--- src/rtl/nlp_fw_read_arbiter.sv ---
// Two-requester Fw RAM read arbiter: alternating grants, tagged read-return pipeline.
// Define NLP_FW_ARB_LOCK_EN to let lock0/lock1 hold ownership for bursts.
module nlp_fw_read_arbiter #(
    parameter int unsigned N1     = 80,
    parameter int unsigned AW     = 10,
    parameter int unsigned RD_LAT = 2
) (
    input  logic          clk,
    input  logic          rst,
    input  logic          req0,
    input  logic          req1,
    input  logic [AW-1:0] addr0,
    input  logic [AW-1:0] addr1,
    input  logic          lock0,
    input  logic          lock1,
    output logic          gnt0,
    output logic          gnt1,
    output logic          rvalid0,
    output logic          rvalid1,
    output logic [N1-1:0] rdata,
    output logic [AW-1:0] ram_addr,
    input  logic [N1-1:0] ram_q
);

    typedef enum logic [1:0] {StIdle, StOwn0, StOwn1} state_e;

    state_e        state_q, state_d;
    logic          gnt0_q, gnt0_d;
    logic          gnt1_q, gnt1_d;
    logic          rvalid0_q, rvalid1_q;
    logic [N1-1:0] rdata_q;
    logic [AW-1:0] ram_addr_q, ram_addr_d;
    logic [1:0]    tag_q [RD_LAT];
    logic [1:0]    tag_out;
    logic          elig0, elig1;

`ifndef NLP_FW_ARB_LOCK_EN
    logic unused_lock;
    assign unused_lock = lock0 ^ lock1;
`endif

    always_comb begin
        // A requester whose grant is showing this cycle is still holding req; skip it.
        elig0 = req0 & ~gnt0_q;
        elig1 = req1 & ~gnt1_q;
`ifdef NLP_FW_ARB_LOCK_EN
        if (state_q == StOwn0 && lock0) elig1 = 1'b0;
        if (state_q == StOwn1 && lock1) elig0 = 1'b0;
`endif
        gnt0_d = 1'b0;
        gnt1_d = 1'b0;
        case (state_q)
            StOwn0: begin
                if (elig1)      gnt1_d = 1'b1;
                else if (elig0) gnt0_d = 1'b1;
            end
            StOwn1: begin
                if (elig0)      gnt0_d = 1'b1;
                else if (elig1) gnt1_d = 1'b1;
            end
            default: begin
                if (elig0)      gnt0_d = 1'b1;
                else if (elig1) gnt1_d = 1'b1;
            end
        endcase

        if (gnt0_d)      state_d = StOwn0;
        else if (gnt1_d) state_d = StOwn1;
        else             state_d = StIdle;
`ifdef NLP_FW_ARB_LOCK_EN
        // Keep ownership while the lock holder is between burst beats.
        if (!gnt0_d && !gnt1_d &&
            ((state_q == StOwn0 && lock0) || (state_q == StOwn1 && lock1))) begin
            state_d = state_q;
        end
`endif

        ram_addr_d = ram_addr_q;
        if (gnt0_d)      ram_addr_d = addr0;
        else if (gnt1_d) ram_addr_d = addr1;
    end

    assign tag_out = tag_q[RD_LAT-1];

    always_ff @(posedge clk or negedge rst) begin
        if (!rst) begin
            state_q    <= StIdle;
            gnt0_q     <= 1'b0;
            gnt1_q     <= 1'b0;
            ram_addr_q <= '0;
            rvalid0_q  <= 1'b0;
            rvalid1_q  <= 1'b0;
            rdata_q    <= '0;
            for (int i = 0; i < int'(RD_LAT); i++) tag_q[i] <= 2'b00;
        end else begin
            state_q    <= state_d;
            gnt0_q     <= gnt0_d;
            gnt1_q     <= gnt1_d;
            ram_addr_q <= ram_addr_d;
            // Grant register is the tag for the cycle ram_addr is presented.
            tag_q[0]   <= {gnt1_q, gnt0_q};
            for (int i = 1; i < int'(RD_LAT); i++) tag_q[i] <= tag_q[i-1];
            rvalid0_q  <= tag_out[0];
            rvalid1_q  <= tag_out[1];
            if (|tag_out) rdata_q <= ram_q;
        end
    end

    assign gnt0     = gnt0_q;
    assign gnt1     = gnt1_q;
    assign rvalid0  = rvalid0_q;
    assign rvalid1  = rvalid1_q;
    assign rdata    = rdata_q;
    assign ram_addr = ram_addr_q;

endmodule
--- config.mk ---
export PLATFORM = sky130hd
export DESIGN_NAME = nlp_fw_read_arbiter
export DESIGN_NICKNAME = d
export VERILOG_FILES = /design/src/rtl/nlp_fw_read_arbiter.sv
export SDC_FILE = /design/constraint.sdc
export NUM_CORES = 1
export LEC_CHECK = 0
export BUFFER_PORTS_ARGS = -buffer_cell sky130_fd_sc_hd__buf_4
export CORE_ASPECT_RATIO = 0.8
export CORE_MARGIN = 8
export CORE_UTILIZATION = 39
export CTS_BUF_LIST = sky130_fd_sc_hd__clkbuf_4 sky130_fd_sc_hd__clkbuf_8
export CTS_CLUSTER_DIAMETER = 30
export DETAILED_ROUTE_END_ITERATION = 7
export PLACE_DENSITY = 0.71
export SYNTH_ARGS = -nofsm -noshare
export SYNTH_HDL_FRONTEND = slang
export SYNTH_SLANG_ARGS = --single-unit
--- constraint.sdc ---
create_clock -name clk -period 1.8 [get_ports clk]
set_clock_uncertainty 0.2 [all_clocks]
set_input_delay 0 -clock clk [delete_from_list [all_inputs] [get_ports clk]]
set_output_delay 0 -clock clk [all_outputs]
set_load 0.03 [all_outputs]
==> impl_metrics.ini <==
[finish]
fraction_of_layout_instances_using_a_drive_strength_above_1 = 0.5498
mostFrequentLayoutCells = 201 x sky130_fd_sc_hd__buf_4, 108 x sky130_fd_sc_hd__dlygate4sd3_1, 98 x sky130_fd_sc_hd__dfrtp_1, 73 x sky130_fd_sc_hd__mux2_2
area_growth_syn_to_layout_pct = 79.71
nNetsFinal = 643
layout.cell_area.non_filler_um2 = 6593
layout_commonest_cell = sky130_fd_sc_hd__buf_4
postLayoutCoreUtil = 0.7233

[routing]
wl_per_cell_um = 17.47
first_pass_iters = 4
vias = 3012
via_per_inst = 4.578
antenna_left = 0
dr.first_iter.drc_count = 86
drc_violation_count_after_routing = 0
routed_wire_length_um = 11490

[synthesis]
postSynthRegisterBits = 98
postSynthNetCount = 329
average_size_of_a_mapped_cell_um2 = 16.45
synth_seq_area_share = 0.6685
yosys_warning_total = 0
synth_top_family_by_area = multiplexers
synth-compound-area-share = 0.01364
synth.top_cells.by_area = sky130_fd_sc_hd__dfrtp_1 67%, sky130_fd_sc_hd__mux2_2 22%, sky130_fd_sc_hd__mux2i_1 2.7%
post_synth_inst_count = 223
yosys.area_share.xor_xnor = 0
synth_mux_area_frac = 0.2729
yosysTopAreaCellShare = 0.6685
yosysUniqueCellTypes = 13
yosys.area_share.adder = 0
yosys.area.top_type = sky130_fd_sc_hd__dfrtp_1
fraction_of_the_mapped_netlist_area_in_simple_logic_gates = 0.01774
syn-cell-area_um2 = 3669

[clocking]
number_of_buffers_between_clock_root_and_the_deepest_sink = 2
cts.root.buffer_cell = sky130_fd_sc_hd__clkbuf_8
cts_tree = built
insertion_delay_ps = 360
cts.clk_slew.worst_paths_ps = 90
htree_levels = 3
tritoncts.num_buffers = 9
clock_sinks = 98

[floorplan]
initial_utilization = 0.4025
width_of_the_die_um = 124.4
core-area_um2 = 9115
floorplan.io_pins = 200
floorplan.rows = 31
fp.dieArea_um2 = 12790
height_of_the_chip_um = 102.7

[worst_setup_path]
critPathMaxFanout = 7
origin_of_the_worst_setup_path = state_q[0]$_DFF_PN0_
timing.critical_path.required_ps = 1890
critPathLaunchType = flop
path_delay_family = buffers and inverters
crit_path_end_kind = flop
worst_path_buffer_plus_inverter_count = 2
critical_path.cell_chain = nor2b_2 > buf_6 > nand2_1 > dlygate4sd3_1 > o21ai_2
crit_slowest_cell = sky130_fd_sc_hd__dlygate4sd3_1
slowest_delay_ps = 570
r2r_start = state_q[0]$_DFF_PN0_
worst_ep_arrival_time_ps = 1830
worstSetupPathType = flop to flop

[place]
place_ws_ps = 255.7
dpl-instance-area_um2 = 5274
routabilityCongestion = 0.7217
io_buffer_count = 197
placed_wire_length_estimate_um = 7079

[sta]
hold_viol_final = 0
maxSlewHeadroom = 0.6564
final_critical_path_setup_slack_ps = 54.56
worst_pin_slew_ps = 515.4
final_max_slew_viol_count = 0
period_needed_ps = 1745
finalSetupViolations = 0
fmax_mhz = 572.9
post-route-period-util = 0.9697
fin_setup_tns_ps = 0
unrepaired_setup_endpoints_after_global_routing = no

[job]
cap_violations = 0

[global_routing]
initial_antenna_violation_count = 1
gr-usage-all-layers = 0.1815
grt_max_degree = 99
first_global_vias = 3457
global_route_overflow = 0
global_route_wire_length_before_repair_um = 18400

[run_status]
outcome = complete, no violations

[worst_hold_path]
min-delay-path-class = primary input to async pin

[pwr]
p_leak_nw = 3.125
vdd_ir_drop_max_uv = 865.6
power_per_cell_area_nw_per_um2 = 941.5
## routing by layer
layer  vias to the layer above  global-route usage  routed length (µm)
li1                       1400                   -                   -
met1                      1462              0.1838                4320
met2                       131              0.3202                5892
met3                        19             0.09558                1080
met4                         0             0.06002                 199
met5                         -                   0                   0
## cells in the mapped netlist (all sizes together)
| cell type | n |
|---|---|
| mux2 | 80 |
| nor2 | 2 |
| nand2b | 1 |
| nor2b | 1 |
| buf | 11 |
| o21ai | 10 |
| mux2i | 10 |
| dfrtp | 98 |
| nand2 | 10 |
## worst min-delay path: stages
cell	delay [ps]
sky130_fd_sc_hd__dlygate4sd3_1	540
sky130_fd_sc_hd__buf_4	120
sky130_fd_sc_hd__buf_12	400
## metrics by stage
step | hold WS (ps) | cells | power [W]
after floorplan | -495.6 | 223 | 0.003753
after global placement | -103.5 | 530 | 0.004554
after detailed placement | -99.53 | 530 | 0.004598
after CTS | 41.53 | 654 | 0.006242
after global routing | 73.19 | 658 | 0.006492
final | 36.90 | 658 | 0.006207
## where the power goes
part	leakage (nW)	switching, W	internal (W)	total (W)
Combinational	1.88	0.00110	0.000983	0.00208
Sequential	1.15	0.000170	0.00251	0.00268
Clock	0.0931	0.000750	0.000690	0.00144
## sequential cells by signal (all words and copies together) (netlist names)
name / cells
gnt1: 1
ram_addr: 10
rdata: 80
rvalid0: 1
rvalid1: 1
state_q: 1
tag_out: 2
tag_q: 2
## cell families (layout without fill, tap and decap cells)
group / Yosys count / in the layout
buf+inv: 11 / 330
compound gates: 10 / 10
other cells: 0 / 1
mux: 90 / 90
simple gates: 14 / 14
flops: 98 / 98
## final cells by class
class / instances / area (µm²)
Antenna cell: 1 / 2.502
Clock buffer: 12 / 146.4
Clock inverter: 4 / 52.55
Fill cell: 593 / 2522
Multi-Input combinational cell: 114 / 1122
Sequential cell: 98 / 2452
Tap cell: 115 / 143.9
Timing Repair Buffer: 314 / 2673
## final timing paths
kind | to | slack [ps] | cells past startpoint
setup / recovery | ram_addr[0]$_DFFE_PN0P_ | 50 | 5
max in group asynchronous | rdata[19]$_DFFE_PN0P_ | 970 | 3
hold / removal | ram_addr[5]$_DFFE_PN0P_ | 40 | 3
setup reg to reg | ram_addr[0]$_DFFE_PN0P_ | 50 | 5
hold reg to reg | tag_out[0]$_DFF_PN0_ | 160 | 0
min in group clk | tag_out[0]$_DFF_PN0_ | 160 | 0
## timing repair
item                       in CTS  in global routing
setup endpoints to repair       0                  2
gates resized for setup         0                  5
setup buffers                   0                  3
hold endpoints to repair      190                  0
hold buffers                  108                  0
Note: power is estimated with default switching activity, not from simulation.
